**src/rtl/app_mul_accumulate_pkg.sv**
```systemverilog
// Shared definitions for the approximate-multiplier datapath: product scalar
// type, accumulator FSM state encoding and 32-bit saturation limits.
package defines;

  typedef logic [31:0] scalar_t;

  typedef enum logic [1:0] {
    ACC_IDLE = 2'd0,
    ACC_RUN  = 2'd1,
    ACC_HOLD = 2'd2
  } app_acc_state_t;

  localparam scalar_t APP_ACC_SAT_MAX = 32'h7FFF_FFFF;
  localparam scalar_t APP_ACC_SAT_MIN = 32'h8000_0000;

endpackage

```
**src/rtl/app_mul_accumulate_if.sv**
```systemverilog
// Term-in / result-out handshake bundle for app_mul_accumulate.
// master drives terms and takes results; slave is the accumulator.
interface app_mul_accumulate_if #(
  parameter int COUNT_WIDTH = 8
);

  logic                   in_valid;
  logic                   in_ready;
  defines::scalar_t       in_product;
  logic                   in_sign;
  logic                   in_last;
  logic                   out_valid;
  logic                   out_ready;
  defines::scalar_t       out_result;
  logic [COUNT_WIDTH-1:0] out_count;
  logic                   out_overflow;

  modport master (
    output in_valid, in_product, in_sign, in_last, out_ready,
    input  in_ready, out_valid, out_result, out_count, out_overflow
  );

  modport slave (
    input  in_valid, in_product, in_sign, in_last, out_ready,
    output in_ready, out_valid, out_result, out_count, out_overflow
  );

endinterface

```
**src/rtl/app_mul_accumulate_saturate.sv**
```systemverilog
// app_acc_saturate: reduces the wide signed packet sum to a 32-bit result.
// Build option APP_MUL_SATURATE_EN clamps to the signed 32-bit range and
// flags overflow; without it the low 32 bits pass through (wrap) and the
// overflow flag is tied low.
module app_acc_saturate
  import defines::*;
#(
  parameter int ACC_WIDTH = 40
) (
  input  logic signed [ACC_WIDTH-1:0] sum,
  output scalar_t                     result,
  output logic                        overflow
);

`ifdef APP_MUL_SATURATE_EN
  logic signed [ACC_WIDTH-1:0] max_ext;
  logic signed [ACC_WIDTH-1:0] min_ext;

  assign max_ext = ACC_WIDTH'($signed(APP_ACC_SAT_MAX));
  assign min_ext = ACC_WIDTH'($signed(APP_ACC_SAT_MIN));

  // Clamp the sum to the signed 32-bit range and flag any clipping
  always_comb begin
    result   = sum[31:0];
    overflow = 1'b0;
    if (sum > max_ext) begin
      result   = APP_ACC_SAT_MAX;
      overflow = 1'b1;
    end else if (sum < min_ext) begin
      result   = APP_ACC_SAT_MIN;
      overflow = 1'b1;
    end
  end
`else
  logic unused_hi_bits;

  assign result         = sum[31:0];
  assign overflow       = 1'b0;
  assign unused_hi_bits = ^sum[ACC_WIDTH-1:32];
`endif

endmodule

```
**src/rtl/app_mul_accumulate.sv**
```systemverilog
// app_mul_accumulate: folds a packet of signed product terms from the
// approximate multiplier into one 32-bit dot-product result with a saturating
// term count. Optional clamping of the result: define APP_MUL_SATURATE_EN.
module app_mul_accumulate
  import defines::*;
#(
  parameter int ACC_WIDTH   = 40,
  parameter int COUNT_WIDTH = 8
) (
  input logic                 clk,
  input logic                 reset,
  app_mul_accumulate_if.slave bus
);

  if (ACC_WIDTH < 34) begin : g_bad_width
    $error("app_mul_accumulate: ACC_WIDTH must be at least 34");
  end

  app_acc_state_t              state_p0;
  app_acc_state_t              state_nxt;
  logic                        rdy;
  logic                        accept;
  logic                        close;
  logic signed [ACC_WIDTH-1:0] term;
  logic signed [ACC_WIDTH-1:0] sum;
  logic signed [ACC_WIDTH-1:0] acc_p1;
  logic [COUNT_WIDTH-1:0]      count_nxt;
  logic [COUNT_WIDTH-1:0]      count_p1;
  scalar_t                     sat_result;
  logic                        sat_ovf;
  logic                        vld_p1;
  scalar_t                     result_p1;
  logic [COUNT_WIDTH-1:0]      out_count_p1;
  logic                        ovf_p1;

  // Term counter increment that sticks at all-ones
  function automatic logic [COUNT_WIDTH-1:0] count_sat_inc(
    input logic [COUNT_WIDTH-1:0] c
  );
    return (&c) ? c : c + COUNT_WIDTH'(1);
  endfunction

  // Advance the packet FSM
  always_ff @(posedge clk or negedge reset) begin
    if (!reset) state_p0 <= ACC_IDLE;
    else        state_p0 <= state_nxt;
  end

  // Next state from the accepted term and the result handshake
  always_comb begin
    state_nxt = state_p0;
    unique case (state_p0)
      ACC_IDLE: if (accept)            state_nxt = bus.in_last ? ACC_HOLD : ACC_RUN;
      ACC_RUN:  if (accept && bus.in_last) state_nxt = ACC_HOLD;
      ACC_HOLD: if (bus.out_ready)     state_nxt = ACC_IDLE;
      default:                         state_nxt = ACC_IDLE;
    endcase
  end

  // Handshake outputs depend on state only; no term enters during HOLD
  always_comb begin
    rdy    = (state_p0 != ACC_HOLD);
    accept = bus.in_valid && rdy;
    close  = accept && bus.in_last;
  end

  // Signed term, running sum and next count; IDLE starts a fresh packet
  always_comb begin
    term = $signed({{(ACC_WIDTH-32){1'b0}}, bus.in_product});
    if (bus.in_sign) term = -term;
    if (state_p0 == ACC_IDLE) begin
      sum       = term;
      count_nxt = COUNT_WIDTH'(1);
    end else begin
      sum       = acc_p1 + term;
      count_nxt = count_sat_inc(count_p1);
    end
  end

  app_acc_saturate #(
    .ACC_WIDTH (ACC_WIDTH)
  ) u_sat (
    .sum      (sum),
    .result   (sat_result),
    .overflow (sat_ovf)
  );

  // ---- stage p1: accumulator and count capture on every accepted term ----
  // Capture the running sum and count whenever a term is taken
  always_ff @(posedge clk or negedge reset) begin
    if (!reset) begin
      acc_p1   <= '0;
      count_p1 <= '0;
    end else if (accept) begin
      acc_p1   <= sum;
      count_p1 <= count_nxt;
    end
  end

  // Register the packet result on the closing term; hold it until taken
  always_ff @(posedge clk or negedge reset) begin
    if (!reset) begin
      vld_p1       <= 1'b0;
      result_p1    <= '0;
      out_count_p1 <= '0;
      ovf_p1       <= 1'b0;
    end else if (close) begin
      vld_p1       <= 1'b1;
      result_p1    <= sat_result;
      out_count_p1 <= count_nxt;
      ovf_p1       <= sat_ovf;
    end else if (vld_p1 && bus.out_ready) begin
      vld_p1       <= 1'b0;
    end
  end

  assign bus.in_ready     = rdy;
  assign bus.out_valid    = vld_p1;
  assign bus.out_result   = result_p1;
  assign bus.out_count    = out_count_p1;
  assign bus.out_overflow = ovf_p1;

endmodule

```
**src/flat_wrapper.sv**
```systemverilog
// flat-port wrapper written by rule: the top's interface ports become plain ports
module app_mul_accumulate_flat import defines::*;
#(
  parameter int ACC_WIDTH   = 40,
  parameter int COUNT_WIDTH = 8
)
  (clk, reset, bus_in_valid, bus_in_product, bus_in_sign, bus_in_last, bus_out_ready, bus_in_ready, bus_out_valid, bus_out_result, bus_out_count, bus_out_overflow);
  app_mul_accumulate_if #(.COUNT_WIDTH(COUNT_WIDTH)) bus_i ();
  input logic clk;
  input logic reset;
  input wire logic [$bits(bus_i.in_valid)-1:0] bus_in_valid;
  input wire logic [$bits(bus_i.in_product)-1:0] bus_in_product;
  input wire logic [$bits(bus_i.in_sign)-1:0] bus_in_sign;
  input wire logic [$bits(bus_i.in_last)-1:0] bus_in_last;
  input wire logic [$bits(bus_i.out_ready)-1:0] bus_out_ready;
  output wire logic [$bits(bus_i.in_ready)-1:0] bus_in_ready;
  output wire logic [$bits(bus_i.out_valid)-1:0] bus_out_valid;
  output wire logic [$bits(bus_i.out_result)-1:0] bus_out_result;
  output wire logic [$bits(bus_i.out_count)-1:0] bus_out_count;
  output wire logic [$bits(bus_i.out_overflow)-1:0] bus_out_overflow;
  assign bus_i.in_valid = bus_in_valid;
  assign bus_i.in_product = bus_in_product;
  assign bus_i.in_sign = bus_in_sign;
  assign bus_i.in_last = bus_in_last;
  assign bus_i.out_ready = bus_out_ready;
  assign bus_in_ready = bus_i.in_ready;
  assign bus_out_valid = bus_i.out_valid;
  assign bus_out_result = bus_i.out_result;
  assign bus_out_count = bus_i.out_count;
  assign bus_out_overflow = bus_i.out_overflow;
  app_mul_accumulate #(.ACC_WIDTH(ACC_WIDTH), .COUNT_WIDTH(COUNT_WIDTH)) u_core (.clk(clk), .reset(reset), .bus(bus_i));
endmodule
```
**config.mk**
```make
export PLATFORM = sky130hd
export DESIGN_NAME = app_mul_accumulate_flat
export DESIGN_NICKNAME = d
export VERILOG_FILES = /design/src/rtl/app_mul_accumulate_pkg.sv /design/src/rtl/app_mul_accumulate_if.sv /design/src/rtl/app_mul_accumulate_saturate.sv /design/src/rtl/app_mul_accumulate.sv /design/src/flat_wrapper.sv
export SDC_FILE = /design/constraint.sdc
export NUM_CORES = 1
export LEC_CHECK = 0
export ABC_AREA = 1
export CAP_MARGIN = 5
export CORE_MARGIN = 1
export CORE_UTILIZATION = 58
export CTS_CLUSTER_SIZE = 20
export DETAILED_ROUTE_END_ITERATION = 7
export HOLD_SLACK_MARGIN = 0.06
export PLACE_DENSITY = 0.88
export SLEW_MARGIN = 20
export SYNTH_ARGS = -nofsm -noshare
export SYNTH_HDL_FRONTEND = slang
export SYNTH_SLANG_ARGS = --single-unit
```
**constraint.sdc**
```tcl
create_clock -name clk -period 2.8 [get_ports clk]
set_clock_uncertainty 0.1 [all_clocks]
set_input_delay 0.56 -clock clk [delete_from_list [all_inputs] [get_ports clk]]
set_output_delay 0.56 -clock clk [all_outputs]
set_load 0.01 [all_outputs]
```
==> tab_implementation.tex, run 1 <==
\begin{tabular}{lr}
\hline
Metric & Value \\
\hline
\multicolumn{2}{l}{\textbf{Placement}} \\
\quad Half-perimeter wire length after placement & 16.1 mm \\
\quad RePlAce Congestion & 0.975 \\
\quad Total instance count after detailed placement & 1,394 \\
\quad Count of buffers inserted at the top-level ports & 79 \\
\quad Worst slack at placement & -1.20 ns \\
\multicolumn{2}{l}{\textbf{Synthesis}} \\
\quad Area fraction of the dominant cell type after synthesis & 30.3\% \\
\quad Register bit count reported by yosys & 83 \\
\quad Part of the Yosys area used for sequential elements & 30.3\% \\
\quad Portion of netlist area occupied by mux cells & 0\% \\
\quad Net count after synthesis & 1,135 \\
\quad Largest family of logic cells by synthesized area & simple AND/OR/NAND/NOR gates \\
\quad Count of yosys warnings during synthesis & 0 \\
\quad Synth Area in XOR/XNOR & 3.66\% \\
\quad Main synth FF type & dfrtp\_1 \\
\quad Most area-hungry cell type in the Yosys netlist & dfrtp\_1 \\
\quad Syn Area/Cell & 6.50 µm² \\
\quad Cells taking the most area after synthesis & dfrtp\_1 30\%, nand2\_1 22\%, ha\_1 7.3\%, inv\_1 5.9\%, nand3\_1 5.9\% \\
\quad Number of cells produced by synthesis & 1,056 \\
\quad Adder-cell share of the synthesized area & 7.58\% \\
\quad Simple-gate area share of the yosys netlist & 38.9\% \\
\quad EDFF count, synth & 0 \\
\quad Post-synth design cell area & 6870 µm² \\
\quad Distinct cell type count after synthesis & 46 \\
\quad Asr flop ratio synth & 100\% \\
\quad Compound-cell area share of the yosys netlist & 11.4\% \\
\multicolumn{2}{l}{\textbf{Clock network}} \\
\quad CTS sink cnt & 83 \\
\quad Root buffer selected by CTS & clkbuf\_16 \\
\quad Number of CTS-inserted buffers & 9 \\
\quad Worst-case clock buffer depth & 2 \\
\quad H-tree Lvls & 3 \\
\multicolumn{2}{l}{\textbf{Outcome}} \\
\quad Status & stopped before the end \\
\quad Step where the flow halted & 5\_1\_grt \\
\quad First error message & [ERROR DPL-0038] Utilization greater than 100\%, impossible to legalize \\
\multicolumn{2}{l}{\textbf{Die}} \\
\quad Top-level port count & 81 \\
\quad Width of the die & 111 µm \\
\quad Starting utilization of the core area & 59.9\% \\
\quad Die Y-Extent & 111 µm \\
\quad Number of core rows & 39 \\
\multicolumn{2}{l}{\textbf{Global routing}} \\
\quad Pin count of the biggest net entering global routing & 47 \\
\hline
\end{tabular}
==> logic make-up after synthesis <==
group	after synthesis
flops	83
simple gates	628
other cells	1
compound gates	135
buf+inv	141
xor+xnor	27
fa+ha+maj	41
==> synth_stat cells (7+ instances only) <==
cell type / count
inv_2: 7
xor2_1: 24
o21ai_0: 46
dfrtp_1: 83
o21a_1: 12
clkbuf_1: 7
nor2_1: 90
nand2_1: 395
a21oi_1: 41
inv_1: 108
nor3_1: 13
nand3_1: 81
ha_1: 40
a31oi_1: 15
nor2_4: 7
buf_2: 11
==> what timing repair did <==
action,CTS
pin swaps,124
cloned,1
buffers inserted,50
resized for setup,312
setup endpoints to repair,58
hold buffers,0
==> per-stage QoR <==
stage               hold WS (ns)  area [µm²]
floorplan                  0.164        6970
global placement           0.360        8900
detailed placement         0.366        8900
CTS                       0.0767       10600
==> run 2, diff against run 1 <==
--- a/config.mk
+++ b/config.mk
@@ -8,11 +8,9 @@
 export ABC_AREA = 1
 export CAP_MARGIN = 5
 export CORE_MARGIN = 1
-export CORE_UTILIZATION = 58
-export CTS_CLUSTER_SIZE = 20
+export CORE_UTILIZATION = 40
 export DETAILED_ROUTE_END_ITERATION = 7
-export HOLD_SLACK_MARGIN = 0.06
-export PLACE_DENSITY = 0.88
+export PLACE_DENSITY_LB_ADDON = 0.15
 export SLEW_MARGIN = 20
 export SYNTH_ARGS = -nofsm -noshare
 export SYNTH_HDL_FRONTEND = slang
==> tab_implementation.tex, run 2 <==
\begin{tabular}{lr}
\hline
Metric & Value \\
\hline
\multicolumn{2}{l}{\textbf{Worst setup path}} \\
\quad Critical Path End Type & flip-flop \\
\quad Slack of the worst reg-to-reg path & 0.41 ns \\
\quad Worst path max stage delay & 0.21 ns \\
\quad Most repeated library cell on the critical path & nand2\_1 \\
\quad Critical path type & primary input to flip-flop \\
\quad Launching element type of the critical path & primary input \\
\quad Required time of the critical path & 2.95 ns \\
\quad Worst-path maximum fanout & 3 \\
\quad Cell with the largest stage delay on the worst path & a21oi\_4 \\
\quad Arrival time of data at the critical path endpoint & 3.22 ns \\
\multicolumn{2}{l}{\textbf{STA}} \\
\quad Pin slew with the least headroom to its limit & 0.812 ns \\
\quad Crit path time final & 3.07 ns \\
\quad Number of hold violations in the final report & 0 \\
\quad Smallest hold slack & 0.373 ns \\
\quad Final TNS setup & -6.21 ns \\
\quad Relative slew slack & 45.9\% \\
\quad Top achievable clock speed & 325 MHz \\
\quad Post-layout worst setup margin & -0.274 ns \\
\quad Final period utilization & 110\% \\
\quad Number of max-slew violations in the final report & 0 \\
\quad RSZ-0062 raised after global routing & true \\
\quad Setup violation total in the final timing report & 44 \\
\multicolumn{2}{l}{\textbf{Synthesis}} \\
\quad Net count after synthesis & 1,135 (unchanged) \\
\quad Cells taking the most area after synthesis & dfrtp\_1 30\%, nand2\_1 22\%, ha\_1 7.3\%, inv\_1 5.9\%, nand3\_1 5.9\% (unchanged) \\
\quad Distinct cell type count after synthesis & 46 (unchanged) \\
\quad Register bit count reported by yosys & 83 (unchanged) \\
\quad EDFF count, synth & 0 (unchanged) \\
\quad Part of the Yosys area used for sequential elements & 30.3\% (unchanged) \\
\quad Most used standard cell by instance count after synthesis & nand2\_1 (unchanged) \\
\quad Main synth FF type & dfrtp\_1 (unchanged) \\
\quad Top post-synthesis cells by count & 395 x nand2\_1, 108 x inv\_1, 90 x nor2\_1 (unchanged) \\
\quad Count of yosys warnings during synthesis & 0 (unchanged) \\
\quad Syn Area/Cell & 6.50 µm² (unchanged) \\
\quad Most area-hungry cell type in the Yosys netlist & dfrtp\_1 (unchanged) \\
\quad Number of cells produced by synthesis & 1,056 (unchanged) \\
\quad Post-synth design cell area & 6870 µm² (unchanged) \\
\quad Asr flop ratio synth & 100\% (unchanged) \\
\quad Area fraction of the dominant cell type after synthesis & 30.3\% (unchanged) \\
\multicolumn{2}{l}{\textbf{Job}} \\
\quad Max-capacitance violation count & 0 \\
\multicolumn{2}{l}{\textbf{Clock network}} \\
\quad Root buffer selected by CTS & clkbuf\_16 (unchanged) \\
\quad Worst-case clock buffer depth & 2 (unchanged) \\
\quad Later-pin clock latency in the skew report & 0.36 ns \\
\quad H-tree Lvls & 3 (unchanged) \\
\quad TritonCTS clock tree & done \\
\quad Clock transition at the registers of the reported paths & 0.07 ns \\
\quad Number of CTS-inserted buffers & 9 (unchanged) \\
\quad CTS sink cnt & 83 (unchanged) \\
\multicolumn{2}{l}{\textbf{Routing}} \\
\quad Total routed wirelength & 24.6 mm \\
\quad Drt first pass iters & 8 \\
\quad Initial DRC count & 544 \\
\quad Drc violations & 0 \\
\quad Antenna violation net count after detailed routing & 0 \\
\quad Average via count per standard cell & 5.06 \\
\quad Via Count & 7,998 \\
\quad WL/cell & 15.6 µm \\
\multicolumn{2}{l}{\textbf{Die}} \\
\quad Top-level port count & 81 (unchanged) \\
\quad Die Y-Extent & 133 µm (was 111 µm) \\
\quad Area of the die & 17,700 µm² \\
\quad Width of the die & 133 µm (was 111 µm) \\
\quad Number of core rows & 47 (was 39) \\
\quad Starting utilization of the core area & 41.3\% (was 59.9\%) \\
\quad Placeable Area & 16,600 µm² \\
\multicolumn{2}{l}{\textbf{Global routing}} \\
\quad Pin count of the biggest net entering global routing & 48 \\
\quad Remaining Overflow, GRT & 0 \\
\quad Number of global-route vias before repair & 7,717 \\
\quad Antenna violations before repair & 0 \\
\quad Total Routing Usage GR & 26.4\% \\
\quad Global-route wire length before repair & 37.2 mm \\
\multicolumn{2}{l}{\textbf{Finish}} \\
\quad Number of diodes added for antenna fixing & 0 \\
\quad Most common cell after layout, fill and taps aside & nand2\_1 \\
\quad Total area of sequential cells & 2080 µm² \\
\quad Post-route design area & 11,700 µm² \\
\quad Layout overhead on the synthesized area & 69.8\% \\
\quad Share of post-route cells with drive strength above 1 & 43.8\% \\
\quad Commonest cells after routing, fill and taps aside & 311 x nand2\_1, 210 x buf\_4, 83 x dfrtp\_1, 79 x inv\_1, 62 x nand2\_2 \\
\quad Final Non-Filler Cells & 1,580 \\
\quad Filler Cell Count & 1,309 \\
\quad Total number of nets in the final design & 1,434 \\
\quad Footprint of the multi-input gates & 5940 µm² \\
\multicolumn{2}{l}{\textbf{Power}} \\
\quad Pwr Density & 992 nW/µm² \\
\quad Peak supply drop & 0.000519 V \\
\quad Static leakage power & 5.56 nW \\
\multicolumn{2}{l}{\textbf{Placement}} \\
\quad Total instance count after detailed placement & 1,494 (was 1,394) \\
\quad Count of buffers inserted at the top-level ports & 79 (unchanged) \\
\quad Half-perimeter wire length after placement & 16.2 mm (was 16.1 mm) \\
\quad RePlAce Congestion & 0.909 (was 0.975) \\
\quad Area of placed instances & 9180 µm² (was 8900 µm²) \\
\multicolumn{2}{l}{\textbf{Outcome}} \\
\quad Violated checks & negative setup slack \\
\quad Status & finished, violations left (was stopped before the end) \\
\multicolumn{2}{l}{\textbf{Worst hold path}} \\
\quad Path type of the worst min-delay path & flip-flop to flip-flop \\
\hline
\end{tabular}
[run 2: cell counts after synthesis]
Identical to the previous run, type by type.
[run 2: cell families (layout without fill, tap and decap cells)]
group	after synthesis	count (layout)	share of synthesized area, %
xor+xnor	27	27	3.66
buf+inv	141	445	8.07
fa+ha+maj	41	41	7.58
compound gates	135	135	11.4
flops	83	83	30.3
simple gates	628	628	38.9
other cells	1	1	0.0546
[run 2: timing repair]
item	in CTS	in global routing
endpoints found under the setup margin	56	53
endpoints found under the hold margin	16	0
hold buffers	1	0
buffers inserted	38	33
resized for setup	279	217
pin swaps	120	119
[run 2: path summary, 6_finish.rpt]
kind / cells past startpoint / end / startpoint
max in group asynchronous: 3 / u_core.acc_p1[8]$_DFFE_PN0P_ / reset
hold reg to reg: 2 / u_core.bus.out_result[29]$_DFFE_PN0P_ / u_core.bus.out_result[29]$_DFFE_PN0P_
hold / removal: 2 / u_core.bus.out_result[29]$_DFFE_PN0P_ / u_core.bus.out_result[29]$_DFFE_PN0P_
min in group asynchronous: 2 / u_core.bus.out_result[4]$_DFFE_PN0P_ / reset
setup / recovery: 25 / u_core.acc_p1[31]$_DFFE_PN0P_ / bus_in_product[4]
setup reg to reg: 12 / u_core.acc_p1[10]$_DFFE_PN0P_ / u_core.acc_p1[0]$_DFFE_PN0P_
[run 2: layer usage]
metal  share of wire (%)  wire length, µm  vias to the layer above  global-route usage (%)
li1                    -                -                     3960                       -
met3                 4.3             1060                       44                    4.10
met5                   0                0                        -                       0
met4                 2.6              638                        0                    9.00
met2                  49            12100                      227                    44.5
met1                  44            10800                     3767                    34.3
[run 2: cell type report]
class | instances | share of cell area, %
multi-input combinational | 832 | 51.0
clock buffer | 10 | 2.05
timing repair buffer | 314 | 22.2
clock inverter | 6 | 0.612
inverter | 115 | 3.99
sequential | 83 | 17.8
tap | 220 | 2.36
[run 2: worst max-delay path: cells and delay by family]
family	cells	cell delay, ns
compound gates	2	0.37
xor+xnor	1	0.15
fa+ha+maj	1	0.16
buf+inv	7	0.78
simple gates	14	1.20
[run 2: per-stage QoR]
| stage | setup slack [ns] | power [mW] | utilization [%] |
|---|---|---|---|
| final | -0.274 | 11.6 | 70.0 |
| after global routing | -0.416 | 12.3 | 70.0 |
| after CTS | -0.264 | 10.4 | 64.1 |
| after detailed placement | -1.15 | 7.92 | 55.2 |
| after global placement | -1.12 | 7.85 | 55.2 |
| after floorplan | -0.0331 | 5.46 | - |
[run 2: report_power, final]
part / total [mW] / internal [mW] / leakage (nW) / switching [mW]
Combinational: 8.16 / 3.71 / 4.39 / 4.45
Clock: 1.27 / 0.724 / 0.146 / 0.547
Sequential: 2.13 / 1.71 / 1.02 / 0.427
Total: 11.6 / 6.14 / 5.56 / 5.42
(Power assumes the default switching activity.)
